[config.mk]
export PLATFORM = sky130hd
export DESIGN_NAME = ram_scheduler
export DESIGN_NICKNAME = d
export VERILOG_FILES = /design/src/rtl/ram_scheduler_pkg.sv /design/src/rtl/ram_scheduler_rr_arbiter.sv /design/src/rtl/ram_scheduler.sv
export SDC_FILE = /design/constraint.sdc
export NUM_CORES = 1
export LEC_CHECK = 0
export CAP_MARGIN = 25
export CORE_ASPECT_RATIO = 0.8
export CORE_MARGIN = 2
export CORE_UTILIZATION = 31
export CTS_BUF_LIST = sky130_fd_sc_hd__clkbuf_2
export DETAILED_ROUTE_END_ITERATION = 12
export PLACE_DENSITY = 0.82
export SLEW_MARGIN = 20
export SYNTH_ARGS = -nofsm -noshare
export SYNTH_HDL_FRONTEND = slang
export SYNTH_SLANG_ARGS = --single-unit
[constraint.sdc]
create_clock -name clk -period 1.8 [get_ports clk]
set_input_delay 0.45 -clock clk [delete_from_list [all_inputs] [get_ports clk]]
set_output_delay 0.45 -clock clk [all_outputs]
set_load 0.01 [all_outputs]
[src/rtl/ram_scheduler_pkg.sv]
`default_nettype none
//============================================================================
// Module : ram_scheduler_pkg
// Brief  : Shared types and round-robin search helper for ram_scheduler.
// Rev    : 1.0
//============================================================================
package ram_scheduler_pkg;

    typedef enum logic [0:0] {
        FILL = 1'b0,
        RUN  = 1'b1
    } state_t;

    localparam int unsigned c_max_req = 8;

    // Index of the first set bit at or above ptr, wrapping at n; 0 when none set.
    function automatic int unsigned first_set_from(
        input logic [c_max_req-1:0] req,
        input int unsigned          ptr,
        input int unsigned          n
    );
        int unsigned idx;
        int unsigned k;
        logic        found;
        idx   = 0;
        found = 1'b0;
        for (int unsigned i = 0; i < c_max_req; i++) begin
            k = (ptr + i) % n;
            if ((i < n) && !found && req[k[2:0]]) begin
                idx   = k;
                found = 1'b1;
            end
        end
        return idx;
    endfunction

endpackage
`default_nettype wire

[src/rtl/ram_scheduler_rr_arbiter.sv]
`default_nettype none
//============================================================================
// Module : rr_arbiter
// Brief  : Round-robin arbiter; pointer moves past the winner on advance.
// Rev    : 1.0
//============================================================================
module rr_arbiter
    import ram_scheduler_pkg::*;
#(
    parameter  int NUM_REQ = 2,
    localparam int IDX_W   = (NUM_REQ > 1) ? $clog2(NUM_REQ) : 1
) (
    input  logic               clk,
    input  logic               reset,
    input  logic [NUM_REQ-1:0] req,
    input  logic               advance,
    output logic [NUM_REQ-1:0] gnt,
    output logic [IDX_W-1:0]   gnt_idx
);

    logic [IDX_W-1:0]     r_ptr;
    logic [c_max_req-1:0] w_req_pad;
    logic                 w_any;

    assign w_req_pad = c_max_req'(req);
    assign w_any     = |req;
    assign gnt_idx   = IDX_W'(first_set_from(w_req_pad, 32'(r_ptr), NUM_REQ));

    always_comb begin
        gnt = '0;
        if (w_any) begin
            gnt[gnt_idx] = 1'b1;
        end
    end

    always_ff @(posedge clk) begin
        if (reset) begin
            r_ptr <= '0;
        end else if (advance && w_any) begin
            r_ptr <= (gnt_idx == IDX_W'(NUM_REQ - 1)) ? '0 : gnt_idx + 1'b1;
        end
    end

endmodule
`default_nettype wire

[src/rtl/ram_scheduler.sv]
`default_nettype none
//============================================================================
// Module : ram_scheduler
// Brief  : Zero-fills a shared RAM, then grants one access per cycle round-robin.
// Rev    : 1.0
//============================================================================
module ram_scheduler
    import ram_scheduler_pkg::*;
#(
    parameter  int DATA_WIDTH = 8,
    parameter  int RAM_SIZE   = 64,
    parameter  int NUM_REQ    = 2,
    localparam int ADDR_WIDTH = $clog2(RAM_SIZE),
    localparam int IDX_W      = (NUM_REQ > 1) ? $clog2(NUM_REQ) : 1
) (
    input  logic                          clk,
    input  logic                          reset,
    input  logic                          clear,
    output logic                          init_done,
    input  logic [NUM_REQ-1:0]            req,
    input  logic [NUM_REQ-1:0]            req_we,
    input  logic [NUM_REQ*ADDR_WIDTH-1:0] req_addr,
    input  logic [NUM_REQ*DATA_WIDTH-1:0] req_wdata,
    output logic [NUM_REQ-1:0]            gnt,
    output logic [NUM_REQ-1:0]            rd_valid,
    output logic [DATA_WIDTH-1:0]         rd_data,
    output logic [ADDR_WIDTH-1:0]         ram_r_addr,
    output logic [ADDR_WIDTH-1:0]         ram_w_addr,
    output logic                          ram_w_enable,
    output logic [DATA_WIDTH-1:0]         ram_data_in,
    input  logic [DATA_WIDTH-1:0]         ram_data_out
);

    state_t                r_state;
    state_t                w_state_next;
    logic [ADDR_WIDTH-1:0] r_fill_cnt;
    logic [NUM_REQ-1:0]    r_rd_valid;
    logic [NUM_REQ-1:0]    w_arb_gnt;
    logic [IDX_W-1:0]      w_idx;
    logic                  w_run_access;
    logic                  w_fill_last;
    logic                  w_sel_we;
    logic [ADDR_WIDTH-1:0] w_sel_addr;
    logic [DATA_WIDTH-1:0] w_sel_wdata;

    // Clear wins over any request, so the pointer only moves on a real grant.
    assign w_run_access = (r_state == RUN) && !clear && (|req);
    assign w_fill_last  = (r_fill_cnt == ADDR_WIDTH'(RAM_SIZE - 1));
    assign w_sel_we     = req_we[w_idx];
    assign w_sel_addr   = req_addr[w_idx*ADDR_WIDTH +: ADDR_WIDTH];
    assign w_sel_wdata  = req_wdata[w_idx*DATA_WIDTH +: DATA_WIDTH];

    rr_arbiter #(
        .NUM_REQ (NUM_REQ)
    ) u_arb (
        .clk     (clk),
        .reset   (reset),
        .req     (req),
        .advance (w_run_access),
        .gnt     (w_arb_gnt),
        .gnt_idx (w_idx)
    );

    always_comb begin
        w_state_next = r_state;
        init_done    = 1'b0;
        gnt          = '0;
        ram_r_addr   = '0;
        ram_w_addr   = '0;
        ram_w_enable = 1'b0;
        ram_data_in  = '0;
        case (r_state)
            FILL: begin
                ram_w_enable = 1'b1;
                ram_w_addr   = r_fill_cnt;
                if (w_fill_last) begin
                    w_state_next = RUN;
                end
            end
            RUN: begin
                init_done = 1'b1;
                if (clear) begin
                    w_state_next = FILL;
                end else if (|req) begin
                    gnt = w_arb_gnt;
                    if (w_sel_we) begin
                        ram_w_enable = 1'b1;
                        ram_w_addr   = w_sel_addr;
                        ram_data_in  = w_sel_wdata;
                    end else begin
                        ram_r_addr = w_sel_addr;
                    end
                end
            end
            default: w_state_next = FILL;
        endcase
    end

    always_ff @(posedge clk) begin
        if (reset) begin
            r_state    <= FILL;
            r_fill_cnt <= '0;
            r_rd_valid <= '0;
        end else begin
            r_state    <= w_state_next;
            r_fill_cnt <= ((r_state == FILL) && !w_fill_last) ? r_fill_cnt + 1'b1 : '0;
            r_rd_valid <= (w_run_access && !w_sel_we) ? w_arb_gnt : '0;
        end
    end

    assign rd_valid = r_rd_valid;
    assign rd_data  = ram_data_out;

endmodule
`default_nettype wire

==> run metrics <==
antenna violations before repair=0; pre-CTS setup slack=-0.988 ns; gr busiest metal=met2; met3 usage=6.44%; maximum VDD drop=0.334 mV; Crit. End Element=output pin; CTS tree=done; WL per Instance=15.2 um; post-route design area=approximately 0.0016 sq mm; Post-Synthesis Cells=120; crit-path max cell delay=0.39 ns; Least-Margin Pin Slew=0.323 ns; Post-Route WL=3490 um; width of the die=61.8 um; Starting Density=33.2%; data required time of the critical path=1.35 ns; slowest CP cell=dfxtp_4; Slew Limit Fails=0; CTS Root Cell=clkbuf_2; failing checks=negative setup slack; Clock Tree Buf Depth=2; GP Congestion=0.863; routing usage on met1=25.3%; final setup margin=-0.158 ns; Final period util=109%; number of setup violations in the final report=21; Pwr Density=352 mW/mm^2; M2 GR Usage=41.8%; Min Clock Period, post-route=1.96 ns; status=complete, but fails checks; number of distinct library cells after synthesis=34; placed inst area=0.00149 sq mm; area of the multi-input gates=between 600 and 700 sq um; highest clock rate=511 MHz; final hold viol count=0; cells along the critical path=buf_4 > nand2_1 > and4_4 > a221o_1 > buf_2; largest net degree at the start of global routing=14; Vias/cell=around 5.0; Post-DRT Antenna Nets=0; CORE AREA=0.00250 sq mm; Vias=between 1000 and 1500; Total Routing Usage GR=a little under a quarter; Slew HR=78.2%; final layout net count=239; First DRT Iteration DRCs=between 40 and 50; Synthesized Nets=164; clock-pin slew on the worst setup and hold paths=0.10 ns; clk_lat worst skew=0.26 ns; max-cap violation count=0; Final HPWL DP=2300 um; Overflow after GRT=0; CP startpoint kind=register; Area Growth Syn to Fin=91.9%; Inserted Diodes=0; Num CTS Buffers=3; drt pass-1 iters=4; FP Rows=16; register area=~210 sq um; cts hold-fix bufs=0; Avg Cell Area, Syn=about 6.9 sq um; vias in the first global route=1205; critical path arrival=1.51 ns; height of the die=about 50 um; H-tree levels=1; fill cell count=238; first-pass GRT wire length=5360 um; Seq cells post-synth=10; Ys Warns=0; sequential share of the synthesized area=24.1%; port bufs=60; num ports=77; Static Leak=about 0.73 nW; Critical Path Fanout Max=6; HP Class=register to register; layout cells sized above 1=a little over 40%; total die area=0.00311 sq mm; Num Clock Sinks=10; setup skew after layout=0.00881 ns; RSZ-0062 raised after global routing=yes; Crit Path Category=register to output pin; Cell Area, Synth=approximately 830 sq um; DRC violations left=0
-- where the power goes --
part	internal, mW	leakage, nW	switching, mW
logic	0.119	0.635	0.0848
registers	0.226	0.0825	0.00547
clock network	0.0483	0.0140	0.0772
-- cells by family after synthesis --
| group | Yosys count | synth area share, % |
|---|---|---|
| buffers and inverters | 16 | 12.4 |
| DFF | 10 | 24.1 |
| and+or+nand+nor | 60 | 35.3 |
| AOI/OAI and AO/OA | 29 | 22.5 |
| xor gates and xnor gates | 4 | 4.22 |
| adders and majority gates | 1 | 1.51 |
-- final cells by class --
cell class,instances,area share [%]
clock inverter,1,0.236
clock buffer,3,0.943
inverter,3,0.708
tap,36,2.83
multi-input combinational,94,40.0
sequential,10,12.9
timing repair buffer,83,42.4
-- registers in the layout (all words and copies together), names as in the netlist --
signal       count
r_state          1
rd_valid         2
r_fill_cnt       6
u_arb.r_ptr      1
-- metal layers --
layer | part of all wire, % | vias to the layer above
met5 | 0 | -
met2 | 53 | 47
li1 | - | 557
met4 | 2.5 | 0
met1 | 38 | 547
met3 | 6.0 | 8
-- metrics by stage --
step	instances	power, mW	hold slack, ns	utilization (%)	TNS, ns
after CTS	229	0.558	0.464	62.4	-2.50
after global routing	230	0.599	0.469	63.6	-4.43
final	230	0.561	0.476	63.6	-2.81
after detailed placement	217	0.411	0.449	59.5	-20.28
after global placement	217	0.407	0.443	59.5	-19.74
after floorplan	120	0.310	0.426	-	0
-- synthesized netlist by cell type --
library cell | n | area, sq um
a211oi_1 | 1 | 7.51
a21o_1 | 1 | 7.51
a21oi_1 | 15 | 75.1
a221o_1 | 6 | 60.1
a31oi_1 | 1 | 6.26
and2_1 | 1 | 6.26
and2b_2 | 1 | 8.76
and3_1 | 2 | 12.5
and3_4 | 1 | 11.3
and4_1 | 1 | 8.76
buf_1 | 1 | 3.75
buf_2 | 1 | 5.00
buf_4 | 9 | 67.6
buf_6 | 1 | 11.3
clkbuf_1 | 1 | 3.75
dfxtp_1 | 10 | 200
ha_1 | 1 | 12.5
inv_1 | 3 | 11.3
nand2_1 | 30 | 113
nand2b_1 | 1 | 6.26
nand3_1 | 2 | 10.0
nand3b_1 | 1 | 7.51
nor2_1 | 9 | 33.8
nor2_2 | 1 | 6.26
nor2b_1 | 6 | 37.5
nor2b_4 | 1 | 13.8
nor3_1 | 1 | 5.00
nor4_1 | 2 | 12.5
o211ai_1 | 1 | 7.51
o21ai_0 | 2 | 10.0
o21ai_1 | 1 | 5.00
o31ai_1 | 1 | 7.51
xnor2_1 | 2 | 17.5
xor2_1 | 2 | 17.5
-- critical path, delay by kind of cell (launching register included) --
family / cells / cell delay (ns)
flip-flops: 1 / 0.39
AND/OR/NAND/NOR: 2 / 0.31
buffers and inverters: 2 / 0.26
AO/OA/AOI/OAI: 1 / 0.29
-- what timing repair did --
item / in CTS / in global routing
resized for setup: 136 / 8
setup buffers: 9 / 1
pin swaps: 9 / 2
setup endpoints to repair: 24 / 24
-- worst paths after layout --
check | endpoint | start | depth (start not counted) | slack (ns)
worst max-delay path | ram_w_addr[0] | u_arb.r_ptr$_SDFFE_PP0P_ | 5 | -0.16
worst min-delay path | r_fill_cnt[0]$_SDFF_PP0_ | r_fill_cnt[0]$_SDFF_PP0_ | 1 | 0.48
worst max register to register | r_fill_cnt[5]$_SDFF_PP0_ | r_fill_cnt[0]$_SDFF_PP0_ | 5 | 0.43
worst min register to register | r_fill_cnt[0]$_SDFF_PP0_ | r_fill_cnt[0]$_SDFF_PP0_ | 1 | 0.48
-- placed cells by master (no fill, tap or decap), types with 2 or more instances in the layout --
master and n:
nand3_1 2, dfxtp_1 8, nor2b_1 6, a21oi_2 14
clkbuf_2 4, nor4_1 2, xor2_1 2, a221o_1 6
nand2_1 30, xnor2_1 2, clkdlybuf4s15_1 2, buf_6 6
and3_1 2, buf_4 18, buf_2 23, clkdlybuf4s50_1 31
nor2_1 9, o21ai_4 2, inv_1 2
No activity file was read; power rests on OpenSTA's default activity.
